## src/rtl/lsu_pkg.sv

```systemverilog
// rtl/lsu_pkg.sv - shared size encodings, FSM states and mask helpers for the load/store unit
package lsu_pkg;

    localparam logic [1:0] SZ_B = 2'd0;
    localparam logic [1:0] SZ_H = 2'd1;
    localparam logic [1:0] SZ_W = 2'd2;
    localparam logic [1:0] SZ_D = 2'd3;

    typedef enum logic [1:0] {
        IDLE  = 2'd0,
        ISSUE = 2'd1,
        WAIT  = 2'd2,
        RESP  = 2'd3
    } lsu_state_t;

    // Byte-enable pattern for an access at lane 0; callers keep the low XLEN/8 bits.
    function automatic logic [7:0] size_mask(input logic [1:0] size);
        case (size)
            SZ_B:    return 8'h01;
            SZ_H:    return 8'h03;
            SZ_W:    return 8'h0f;
            default: return 8'hff;
        endcase
    endfunction

    // Lane bits that must be zero for a naturally aligned access of this size.
    function automatic logic [2:0] lane_mask(input logic [1:0] size);
        case (size)
            SZ_B:    return 3'd0;
            SZ_H:    return 3'd1;
            SZ_W:    return 3'd3;
            default: return 3'd7;
        endcase
    endfunction

endpackage

```

## src/rtl/lsu_align.sv

```systemverilog
// rtl/lsu_align.sv - store lane shift / byte enables and load lane extract with extension
module lsu_align
    import lsu_pkg::*;
#(
    parameter int XLEN = 32
) (
    input  logic [1:0]                    size,
    input  logic [$clog2(XLEN/8)-1:0]     lane,
    input  logic                          sgn,
    input  logic [XLEN-1:0]               wdata,
    input  logic [XLEN-1:0]               rdata,
    output logic [XLEN/8-1:0]             be,
    output logic [XLEN-1:0]               wdata_sh,
    output logic [XLEN-1:0]               rdata_ext
);

    localparam int NB = XLEN / 8;

    logic [NB-1:0]   mask;
    logic [XLEN-1:0] shifted;
    logic            msb;
    logic            fill;

    // Store side: move right-aligned data and its enables up to the addressed lane.
    always_comb begin
        mask     = NB'(size_mask(size));
        be       = mask << lane;
        wdata_sh = wdata << {lane, 3'b000};
    end

    // Load side: bring the addressed lane down to bit 0, then fill unused bytes with sign or zero.
    always_comb begin
        shifted = rdata >> {lane, 3'b000};
        case (size)
            SZ_B:    msb = shifted[7];
            SZ_H:    msb = shifted[15];
            SZ_W:    msb = shifted[31];
            default: msb = shifted[XLEN-1];
        endcase
        fill      = sgn & msb;
        rdata_ext = '0;
        for (int i = 0; i < NB; i++) begin
            rdata_ext[8*i +: 8] = mask[i] ? shifted[8*i +: 8] : {8{fill}};
        end
    end

endmodule

```

## src/rtl/load_store_unit.sv

```systemverilog
// rtl/load_store_unit.sv - load/store unit top; LSU_MISALIGN_TRAP_EN selects trap vs force-align on misalignment
module load_store_unit
    import lsu_pkg::*;
#(
    parameter int XLEN    = 32,
    parameter int ADDR_W  = 16,
    parameter int MEM_LAT = 1
) (
    input  logic                 clk,
    input  logic                 rst,
    input  logic                 req_valid,
    output logic                 req_ready,
    input  logic                 req_store,
    input  logic [1:0]           req_size,
    input  logic                 req_signed,
    input  logic [XLEN-1:0]      req_base,
    input  logic [XLEN-1:0]      req_offset,
    input  logic [XLEN-1:0]      req_wdata,
    output logic                 rsp_valid,
    output logic [XLEN-1:0]      rsp_data,
    output logic                 rsp_err,
    output logic                 mem_en,
    output logic                 mem_we,
    output logic [XLEN/8-1:0]    mem_be,
    output logic [ADDR_W-1:0]    mem_addr,
    output logic [XLEN-1:0]      mem_wdata,
    input  logic [XLEN-1:0]      mem_rdata
);

    localparam int NB = XLEN / 8;
    localparam int L  = $clog2(NB);

    lsu_state_t state, next_state;

    logic [XLEN-1:0] ea;
    logic [L-1:0]    raw_lane;
    logic [L-1:0]    lmask;
    logic [L-1:0]    lane_in;
    logic            misaligned;
    logic            illegal;
    logic            bad;
    logic            accept;
    logic            unused_ea_hi;

    logic            r_store;
    logic [1:0]      r_size;
    logic            r_signed;
    logic [XLEN-1:0] r_wdata;
    logic [L-1:0]    r_lane;
    logic            r_err;
    logic [1:0]      cnt;

    logic [NB-1:0]   be_sh;
    logic [XLEN-1:0] rdata_ext;

    // Request decode: effective address, lane and error classification.
    always_comb begin
        ea         = req_base + req_offset;
        raw_lane   = ea[L-1:0];
        lmask      = L'(lane_mask(req_size));
        misaligned = |(raw_lane & lmask);
        illegal    = (XLEN == 32) && (req_size == SZ_D);
`ifdef LSU_MISALIGN_TRAP_EN
        bad        = illegal | misaligned;
        lane_in    = raw_lane;
`else
        bad        = illegal;
        lane_in    = raw_lane & ~lmask;
`endif
        accept     = req_valid & req_ready;
    end

    // Address bits above the word index alias onto the same memory.
    assign unused_ea_hi = ^{ea[XLEN-1:ADDR_W+L], misaligned};

    lsu_align #(.XLEN(XLEN)) u_align (
        .size      (r_size),
        .lane      (r_lane),
        .sgn       (r_signed),
        .wdata     (r_wdata),
        .rdata     (mem_rdata),
        .be        (be_sh),
        .wdata_sh  (mem_wdata),
        .rdata_ext (rdata_ext)
    );

    // State register.
    always_ff @(posedge clk) begin
        if (rst) state <= IDLE;
        else     state <= next_state;
    end

    // Next-state logic.
    always_comb begin
        next_state = state;
        case (state)
            IDLE:    if (accept) next_state = bad ? RESP : ISSUE;
            ISSUE:   next_state = r_store ? RESP : WAIT;
            WAIT:    if (cnt == 2'd0) next_state = RESP;
            default: next_state = IDLE;
        endcase
    end

    // Output decode from state.
    always_comb begin
        req_ready = (state == IDLE);
        rsp_valid = (state == RESP);
        rsp_err   = (state == RESP) & r_err;
        mem_en    = (state == ISSUE);
        mem_we    = (state == ISSUE) & r_store;
        mem_be    = (state == ISSUE) ? be_sh : '0;
    end

    // Request capture, latency counter and load result register. A rejected
    // request only flags the error so the memory-facing registers keep their value.
    always_ff @(posedge clk) begin
        if (rst) begin
            r_store  <= 1'b0;
            r_size   <= SZ_B;
            r_signed <= 1'b0;
            r_wdata  <= '0;
            r_lane   <= '0;
            r_err    <= 1'b0;
            cnt      <= 2'd0;
            mem_addr <= '0;
            rsp_data <= '0;
        end else begin
            if (accept) begin
                r_err    <= bad;
                rsp_data <= '0;
                if (!bad) begin
                    r_store  <= req_store;
                    r_size   <= req_size;
                    r_signed <= req_signed;
                    r_wdata  <= req_wdata;
                    r_lane   <= lane_in;
                    mem_addr <= ea[ADDR_W+L-1:L];
                end
            end
            if (state == ISSUE) begin
                cnt <= 2'(MEM_LAT - 1);
            end else if (state == WAIT) begin
                if (cnt != 2'd0) cnt <= cnt - 2'd1;
                else             rsp_data <= rdata_ext;
            end
        end
    end

endmodule

```

## config.mk

```make
export PLATFORM = sky130hd
export DESIGN_NAME = load_store_unit
export DESIGN_NICKNAME = d
export VERILOG_FILES = /design/src/rtl/lsu_pkg.sv /design/src/rtl/lsu_align.sv /design/src/rtl/load_store_unit.sv
export SDC_FILE = /design/constraint.sdc
export NUM_CORES = 1
export LEC_CHECK = 0
export BUFFER_PORTS_ARGS = -buffer_cell sky130_fd_sc_hd__buf_2
export CAP_MARGIN = 20
export CORE_UTILIZATION = 30
export CTS_BUF_LIST = sky130_fd_sc_hd__clkbuf_4 sky130_fd_sc_hd__clkbuf_8
export CTS_CLUSTER_SIZE = 12
export DETAILED_ROUTE_END_ITERATION = 7
export RECOVER_POWER = 100
export SLEW_MARGIN = 20
export SYNTH_ARGS = -nofsm -noshare
export SYNTH_HDL_FRONTEND = slang
export SYNTH_SLANG_ARGS = --single-unit
```

## constraint.sdc

```tcl
create_clock -name clk -period 1.81 [get_ports clk]
set_input_delay 0 -clock clk [delete_from_list [all_inputs] [get_ports clk]]
set_output_delay 0 -clock clk [all_outputs]
set_load 0.005 [all_outputs]
```

# After elaboration in Yosys (flattened, before gate mapping)
# Index checks and enable logic that the tools add are counted.
classes:
  n_addsub: 2
  multipliers: 0
  div_mod_pow: 0
  order_cmp: 0
  eq_ne: 10
  shifts: 3
  n_mux: 17
  n_bitwise: 7
  n_reduce_logical: 9
ops:
  columns: ["op", "n"]
  rows:
  - ["two-way mux 32 bit", 4]
  - ["two-way mux 8 bit", 4]
  - ["<< shifter 32 x 5 -> 32 bit", 1]
  - [">> shifter 32 x 5 -> 32 bit", 1]
  - ["adder 18 bit", 1]
  - ["case mux 2 bit (3 select lines)", 2]
  - ["case mux 4 bit (3 select lines)", 1]
  - ["equality test 2 bit (second input constant)", 5]
  - ["zero test 2 bit", 4]
  - ["equality test 2 x 1 -> 1 bit (second input constant)", 3]
  - ["two-way mux 2 bit", 3]
  - ["AND reduction 2 bit", 3]
  - ["bitwise AND 1 bit", 4]
  - ["two-way mux 4 bit", 1]
  - ["<< shifter 4 x 2 -> 4 bit", 1]
  - ["bitwise AND 2 bit", 1]
  - ["!= test 2 x 1 -> 1 bit (second input constant)", 1]
  - ["!= test 2 bit (second input constant)", 1]
  - ["NOT 2 bit", 1]
  - ["case mux 1 bit (2 select lines)", 1]
  - ["nonzero test 2 bit", 1]
  - ["OR reduction 2 bit", 1]
  - ["subtractor 2 x 1 -> 2 bit (second input constant)", 1]
  - ["two-way mux 1 bit", 1]
  - ["NOT 1 bit", 1]
totals:
  regBits: 91
  latchBits: 0
  ramBits: 0
  mem_bits_ro: 0
  inputBits: 135
  out_inout_bits: 89
  word_cells: 58
  n_memories: 0

# Logic depth before layout (Yosys ltp)
# Gate-level depths: netlist (run 1).
logic_depth:
  depth_word: 7
  mapped_depth: 8
  depth_no_buf: 7

# Modules after synthesis
# Synthesis (run 1) repeated with hierarchy kept, for this count alone.
hier_totals:
  hier_cells: 757
  area_unflattened_um2: 5799.3
modules_own_cells:
  columns: ["module", "n_inst", "cells_per_inst", "area_per_inst_um2", "seq_area_each_um2"]
  rows:
  - ["load_store_unit", 1, 551, 4346.7, 1821.7]
  - ["lsu_align", 1, 206, 1452.6, 0.0]

# Worst setup path after synthesis (run 1)
# OpenSTA, ideal clock, no wires.
synth_timing:
  path_kind: "input-to-reg"
  startpoint: "in req_base[0]"
  endpoint: "reg mem_addr[12]"
  setup_ns: 0.117
  arrival_ns: 1.857
  t_required_ns: 1.693
  path_slack_ns: -0.165
  stages: 8
  n_path_buf: 1
  cell_sequence: "ha_1 > fa_1 > a211oi_1 > or3_1 > buf_6 > a2111oi_4 > or3_1 > a32o_1"
synth_between:
  elab_chain_cells: 1
synth_rtl:
  columns: ["element", "line_no", "rtl"]
  rows:
  - ["start: declaration", "load_store_unit.sv:16", "input logic [XLEN-1:0] req_base,"]
  - ["adder 18 bit", "load_store_unit.sv:58", "ea = req_base + req_offset;"]
  - ["end signal: assignment", "load_store_unit.sv:137", "mem_addr <= ea[ADDR_W+L-1:L];"]
  - ["end: declaration", "load_store_unit.sv:25", "output logic [ADDR_W-1:0] mem_addr,"]
# Every way passes these cells.
# A chain may end at the register's enable or synchronous reset.

# Worst setup path in the final report (run 1)
layout_timing:
  startpoint: "reg r_lane[1]"
  endpoint: "reg rsp_data[19]"
layout_between:
  elab_chain_cells: 7
layout_rtl:
  columns: ["element", "line_no", "rtl"]
  rows:
  - ["start: declaration", "load_store_unit.sv:49", "logic [L-1:0] r_lane;"]
  - ["start signal: assignment", "load_store_unit.sv:136", "r_lane <= lane_in;"]
  - [">> shifter 32 x 5 -> 32 bit (*)", "lsu_align.sv:33", "shifted = rdata >> {lane, 3'b000};"]
  - ["case mux 1 bit (2 select lines)", "lsu_align.sv:34", "case (size)"]
  - ["bitwise AND 1 bit", "lsu_align.sv:40", "fill = sgn & msb;"]
  - ["two-way mux 8 bit (*)", "lsu_align.sv:43", "rdata_ext[8*i +: 8] = mask[i] ? shifted[8*i +: 8] : {8{fill}};"]
  - ["two-way mux 32 bit (*)", "load_store_unit.sv:143", "if (cnt != 2'd0) cnt <= cnt - 2'd1;"]
  - ["two-way mux 32 bit (*)", "load_store_unit.sv:142", "end else if (state == WAIT) begin"]
  - ["two-way mux 32 bit (*)", "load_store_unit.sv:140", "if (state == ISSUE) begin"]
  - ["end signal: assignment", "load_store_unit.sv:144", "else rsp_data <= rdata_ext;"]
  - ["end: declaration", "load_store_unit.sv:20", "output logic [XLEN-1:0] rsp_data,"]
# Every way passes the cells marked *; elsewhere a longest branch is shown, timed or not.

==> results of run 1 <==
==> flip-flops by register name, indices dropped and copies added, names as in the netlist <==
| signal | count |
|---|---|
| cnt | 2 |
| mem_addr | 16 |
| r_err | 1 |
| r_lane | 2 |
| r_signed | 1 |
| r_size | 2 |
| r_store | 1 |
| r_wdata | 32 |
| rsp_data | 32 |
| state | 2 |
==> per-layer routing <==
metal  GRT usage (%)  vias up  wire [um]
li1                -     2962          -
met1           24.20     2738       8028
met2           32.34      202       8634
met3           3.779       24       1098
met4           6.305        0        297
met5               0        -          0
==> final cells by class <==
cell class | count | share of cell area (%)
Tap cell | 225 | 3.786
Sequential cell | 91 | 24.53
Timing Repair Buffer | 290 | 23.78
Multi-Input combinational cell | 536 | 44.59
Clock buffer | 11 | 1.952
Inverter | 11 | 0.5553
Clock inverter | 5 | 0.8077
==> kinds of logic after synthesis <==
logic type	after synthesis
simple gates	241
compound gates	221
flops	91
buf+inv	58
mux	43
fa+ha+maj	23
xor+xnor	8
==> per-stage QoR <==
stage               setup WS [ps]  instances  instance area (um2)  TNS (ps)
detailed placement         -237.9       1109                 6868    -552.7
global route               -35.48       1169                 7436    -171.8
CTS                         30.96       1169                 7521         0
floorplan                  -2.467        685                 5365    -2.467
global placement           -232.0       1109                 6868    -452.5
finish                      48.20       1169                 7436         0
==> power by group through the flow <==
stage / Sequential [W] / Clock, W / Combinational [W]
2_1_floorplan: 0.00263 / 0 / 0.00171
3_3_place_gp: 0.00264 / 0 / 0.00299
3_5_place_dp: 0.00265 / 0 / 0.00301
4_1_cts: 0.00261 / 0.00154 / 0.00310
5_1_grt: 0.00266 / 0.00163 / 0.00331
6_report: 0.00261 / 0.00149 / 0.00299
==> cell usage in the layout, fill, tap and decap left out, types with 3 or more instances in the layout <==
cell / count
a211o_1: 3
a211oi_1: 27
a21o_1: 5
a21oi_1: 107
a311oi_1: 4
and2_1: 10
and3_1: 3
buf_12: 3
buf_2: 137
buf_4: 42
clkbuf_1: 54
clkbuf_2: 6
clkbuf_8: 10
dfxtp_1: 89
dlygate4sd3_1: 44
ha_1: 22
inv_1: 11
mux2_2: 8
mux2i_1: 33
nand2_1: 126
nand3_1: 13
nand3b_1: 5
nand4_1: 4
nor2_1: 34
nor2b_1: 9
nor3_1: 17
o211ai_1: 10
o21a_1: 4
o21ai_0: 28
o21ai_1: 3
or2_2: 3
or3_1: 4
xnor2_1: 4
xor2_1: 4
==> synth_stat cells (all sizes together), types with 2 or more instances <==
cell type / number / area, um2
a22oi: 2 / 15.01
nand2b: 2 / 12.51
and3: 3 / 18.77
a21o: 7 / 53.80
and2: 11 / 68.82
nand2: 127 / 476.7
o211ai: 10 / 75.07
a311oi: 4 / 35.03
or2: 3 / 18.77
o21bai: 2 / 15.01
a32o: 2 / 20.02
nor2: 35 / 131.4
or3: 4 / 25.02
a2111oi: 3 / 51.30
o21a: 4 / 30.03
dfxtp: 91 / 1822
inv: 11 / 41.29
ha: 22 / 275.3
nand3b: 5 / 37.54
a21oi: 110 / 561.8
mux2i: 33 / 330.3
xor2: 4 / 35.03
a21boi: 2 / 15.01
o21ai: 31 / 155.1
a211o: 3 / 26.28
mux2: 9 / 101.4
a211oi: 29 / 222.7
nand4: 4 / 25.02
a31oi: 2 / 27.53
buf: 15 / 77.58
nor3: 17 / 85.08
nor2b: 10 / 62.56
nor4: 2 / 12.51
xnor2: 4 / 35.03
nand3: 13 / 65.06
clkbuf: 32 / 120.1
==> critical path, cell delays in order (launching register included) <==
cell	delay (ps)
dfxtp_2	350
mux4_2	510
mux2_4	300
a31oi_4	180
buf_6	200
a211oi_1	100
==> worst max path at each step <==
stage | start | end | depth (start not counted)
after global placement | req_base[0] | mem_addr[12]$_SDFFE_PP0P_ | 8
after CTS | r_lane[1]$_SDFFE_PP0P_ | rsp_data[19]$_SDFF_PP0_ | 5
after detailed placement | req_base[0] | mem_addr[14]$_SDFFE_PP0P_ | 8
after global routing | state[0]$_SDFFE_PP0P_ | mem_addr[15]$_SDFFE_PP0P_ | 7
after floorplan | req_base[0] | mem_addr[12]$_SDFFE_PP0P_ | 8
final | r_lane[1]$_SDFFE_PP0P_ | rsp_data[19]$_SDFF_PP0_ | 5
==> what timing repair did <==
item / CTS / global route
pin swaps: 0 / 0
endpoints found under the hold margin: 44 / 0
gates resized for setup: 2 / 11
setup endpoints to repair: 10 / 37
hold buffers: 44 / 0
==> impl_metrics.py, run 1 <==
metrics = {
    "clock_tree": {
        "cts.clk_slew.worst_paths_ps": 100,
        "insertion_delay_ps": 380,
        "cts_post_setup_buffers_inserted": 0,
        "clockBufferDepth": 2,
        "numCtsBuffers": 9,
        "htree_levels": 3,
        "clock-sinks": 91,
        "cts-root-buf": "clkbuf_8",
        "cts_tree": "yes",
    },
    "setup_path": {
        "cp_max_fo": 16,
        "rr_startpoint": "r_lane[1]$_SDFFE_PP0P_",
        "r2r_slack_ps": 50,
        "cp-start-kind": "flip-flop",
        "worstSetupPathType": "reg -> reg",
        "worstSetupEndpointType": "flip-flop",
        "crit_arrival_ps": 2010,
        "worstPathRequired_ps": 2060,
        "timing.rr.end": "rsp_data[19]$_SDFF_PP0_",
        "r2r.worst_path.cells": 5,
    },
    "sta": {
        "rsz0062_at_grt": "yes",
        "slew_viol_final": 0,
        "whs_ps": 38.84,
        "setup_viol": 0,
        "max_freq_mhz": 567.6,
        "worst_pin_slew_ps": 657.5,
        "skew_ps": 14.19,
        "fin_crit_sh_pct": 97.34,
        "max_slew_margin_pct": 55.70,
        "hold_violations": 0,
        "fin_crit_ps": 1762,
    },
    "power": {
        "p_comb_share_pct": 42.2,
        "ir_drop_v": 0.0003829,
        "p_total_w": 0.007098,
        "p_sw_w": 0.002734,
        "cellLeakagePower_nw": 3.047,
        "power.internal_w": 0.004364,
        "p_sw_share_pct": 38.51,
        "seq_power_share_pct": 36.8,
        "pwr_density_cell_nw_per_um2": 954.6,
        "clock_power_share_pct": 21.0,
    },
    "yosys": {
        "synth.yosys.seq_area_share_pct": 34.02,
        "synth_top_family_by_area": "compound AO/OA/AOI/OAI gates",
        "syn_avg_cell_area_um2": 7.818,
        "netlist_area_um2": 5355,
        "synth_xor_area_share_pct": 1.308,
        "synth_cells": 685,
        "synthFlopType": "dfxtp_1",
        "yosys.cell_types.count": 63,
        "synth-edff-count": 0,
        "async_reset_ff_share_pct": 0,
        "synth.mux.area_fraction_pct": 8.481,
        "synth-simple-area-share_pct": 20.21,
        "synth_fp_nets": 843,
        "synthAdderAreaFrac_pct": 5.514,
        "yosys_warnings": 0,
        "ys_ff_latch": 91,
        "synth_compound_area_share_pct": 26.00,
    },
    "final_layout": {
        "area_delta_synth_final_pct": 38.86,
        "ff_latch_area_um2": 1824,
        "n_antenna_cell": 0,
        "fin_util_pct": 42.84,
        "multi_input_area_um2": 3316,
        "nNetsFinal": 1097,
        "fill_cells": 1820,
        "drive_gt1_share_pct": 25.21,
    },
    "hold_path": {
        "min_path_type": "in -> reg",
        "hold_end": "r_size[0]$_SDFFE_PP0P_",
        "hold_depth": 4,
        "min_from": "req_size[1]",
    },
    "global_route": {
        "grt_pass1_wl_mm": 27.64,
        "grt_max_degree": 38,
        "antenna_found_initial": 0,
        "grt_pass1_vias": 5542,
        "grt_use_total_pct": 19.15,
        "grt.overflow.total": 0,
    },
    "floorplan": {
        "die_y_um": 135.6,
        "dieWidth_um": 135.6,
        "rows": 48,
        "start_util_pct": 30.85,
        "coreArea_um2": 17360,
        "io_pins": 224,
        "dieArea_um2": 18390,
    },
    "placed_design": {
        "port-buffer-count": 195,
        "globalplace.congestion": 0.8836,
        "dp_hpwl_mm": 13.24,
    },
    "drt": {
        "ant_nets": 0,
        "viasPerCell": 5.069,
        "drt-pass1-iter-count": 7,
        "drc": 0,
        "vias": 5926,
        "wl_per_cell_um": 15.45,
        "drt-total-wl_mm": 18.06,
        "drt-initial-drc-count": 281,
    },
    "outcome": {
        "outcome": "finished, final reports clean",
    },
    "job": {
        "max_cap_violations": 0,
    },
}
Power figures use the tool's default switching activity.
==> run 2: changes to the inputs <==
--- a/config.mk
+++ b/config.mk
@@ -5,7 +5,7 @@
 export SDC_FILE = /design/constraint.sdc
 export NUM_CORES = 1
 export LEC_CHECK = 0
-export BUFFER_PORTS_ARGS = -buffer_cell sky130_fd_sc_hd__buf_2
+export BUFFER_PORTS_ARGS = -buffer_cell sky130_fd_sc_hd__buf_4
 export CAP_MARGIN = 20
 export CORE_UTILIZATION = 30
 export CTS_BUF_LIST = sky130_fd_sc_hd__clkbuf_4 sky130_fd_sc_hd__clkbuf_8
==> run 2 against run 1 <==
Effect of this change: flip-flop and latch count stayed put; non-clock buffer count grew 6; combinational power rose by 12%; sequential share of layout area down 1.8 points; critical path depth unchanged; clock skew is 3.3 ps lower; hold slack improved by 22 ps; maximum frequency rose by 1.8%; die area did not move; largest power group unchanged.
==> impl_metrics.py, run 2 (synthesis results as in run 1) <==
metrics = {
    "global_route": {
        "grt_max_degree": 39,
        "grt_pass1_vias": 5574,
        "grt.overflow.total": 0,
        "antenna_found_initial": 0,
        "grt_pass1_wl_mm": 28.30,
        "grt_use_total_pct": 19.58,
    },
    "sta": {
        "hold_violations": 0,
        "skew_ps": 10.91,
        "max_freq_mhz": 578.0,
        "slew_viol_final": 0,
        "whs_ps": 60.82,
        "setup_viol": 0,
        "fin_crit_sh_pct": 95.59,
        "fin_crit_ps": 1730,
        "worst_pin_slew_ps": 551.7,
        "max_slew_margin_pct": 63.09,
    },
    "setup_path": {
        "cp_top_family": "multiplexers",
        "worst_path_max_delay_cell": "mux4_2",
        "cp.depth": 5,
        "cp-start-kind": "flip-flop",
        "cp.buffers_inverters": 1,
        "worstPathRequired_ps": 2060,
        "path_cells": "mux4_2 > mux2_2 > a31oi_4 > buf_12 > a211oi_1",
        "worstSetupPathType": "reg -> reg",
        "r2r.worst_path.cells": 5,
        "cp_max_fo": 16,
        "worstSetupEndpointType": "flip-flop",
        "cpPeakStageDelay_ps": 500,
        "crit_arrival_ps": 1980,
    },
    "drt": {
        "met1_length_mm": 8.153,
        "vias": 5911,
        "drc": 0,
        "highest_layer": "met4",
        "drt-pass1-iter-count": 5,
        "drt-initial-drc-count": 342,
        "wl_met3_mm": 1.124,
        "viasPerCell": 5.035,
        "drt-total-wl_mm": 18.19,
        "ant_nets": 0,
        "met2_length_mm": 8.638,
        "wl_per_cell_um": 15.49,
    },
    "floorplan": {
        "dieWidth_um": 135.6,
        "die_y_um": 135.6,
        "dieArea_um2": 18390,
        "start_util_pct": 30.85,
        "coreArea_um2": 17360,
        "rows": 48,
        "io_pins": 224,
    },
    "final_layout": {
        "drive_gt1_share_pct": 30.87,
        "n_antenna_cell": 0,
        "fin_util_pct": 46.28,
        "nNetsFinal": 1103,
        "mostFrequentLayoutCells": "buf_4 (197), nand2_1 (126), a21oi_1 (107)",
        "mostFrequentLayoutCell": "buf_4",
        "largestRegisters": "r_wdata x32, rsp_data x32, mem_addr x16",
        "area_delta_synth_final_pct": 50.00,
    },
    "power": {
        "ir_drop_v": 0.0004407,
        "p_total_w": 0.007380,
        "cellLeakagePower_nw": 3.349,
        "pwr_density_cell_nw_per_um2": 918.7,
    },
    "clock_tree": {
        "htree_levels": 3,
        "numCtsBuffers": 9,
        "clock-sinks": 91,
        "cts_tree": "yes",
        "clockBufferDepth": 2,
        "cts-root-buf": "clkbuf_8",
        "cts.clk_slew.worst_paths_ps": 90,
        "insertion_delay_ps": 380,
    },
    "hold_path": {
        "hold_depth": 2,
        "min_path_type": "in -> reg",
    },
    "placed_design": {
        "dp_hpwl_mm": 13.54,
        "globalplace.congestion": 0.8570,
        "port-buffer-count": 195,
    },
    "job": {
        "max_cap_violations": 0,
    },
    "outcome": {
        "outcome": "finished, final reports clean",
    },
}
[run 2: changes by cell type in the layout (fill, tap and decap cells not counted), moves of 6 or more]
cell | previous run | this run
clkbuf_1 | 54 | 6
buf_2 | 137 | 0
buf_4 | 42 | 197
clkbuf_4 | 2 | 43
clkbuf_2 | 6 | 0
[run 2: final cells by class]
type	count	area, um2
inverters	11	41.29
repair buffers	296	2361
flip-flops and latches	91	1824
fillers	1752	9324
multi-input cells	536	3336
clock inverters	6	65.06
well taps	225	281.5
clock buffers	9	123.9
[run 2: where the power goes]
group	internal [W]	leakage, nW	total, W	switching [W]
clock network	0.000634	0.0955	0.00141	0.000779
logic	0.00162	2.51	0.00334	0.00172
registers	0.00238	0.744	0.00262	0.000245
[run 2: final timing paths]
check	startpoint	to	slack [ps]
hold / removal	rst	mem_addr[2]$_SDFFE_PP0P_	60
setup / recovery	r_lane[1]$_SDFFE_PP0P_	rsp_data[26]$_SDFF_PP0_	80
hold reg to reg	r_wdata[25]$_SDFFE_PP0P_	r_wdata[25]$_SDFFE_PP0P_	450
setup reg to reg	r_lane[1]$_SDFFE_PP0P_	rsp_data[26]$_SDFF_PP0_	80
[run 2: repair_timing]
action | in CTS | in global routing
pin swaps | 0 | 1
cloned | 0 | 0
endpoints found under the hold margin | 46 | 0
setup buffers | 0 | 2
hold buffers | 45 | 0
setup endpoints to repair | 19 | 47
gates resized for setup | 2 | 12
[run 2: metal layers]
metal	GRT usage, %	vias up
li1	-	2976
met1	25.19	2725
met2	32.79	192
met3	3.404	18
met4	6.554	0
met5	0	-
[run 2: through the flow]
step           instance area [um2]  TNS (ps)  std cells  setup WS [ps]
2_1_floorplan                 5365    -2.467        685         -2.467
3_3_place_gp                  7351    -426.3       1112         -222.3
3_5_place_dp                  7351    -552.8       1112         -244.6
4_1_cts                       7998         0       1172          18.35
5_1_grt                       8033    -7.190       1174         -6.162
6_report                      8033         0       1174          79.75
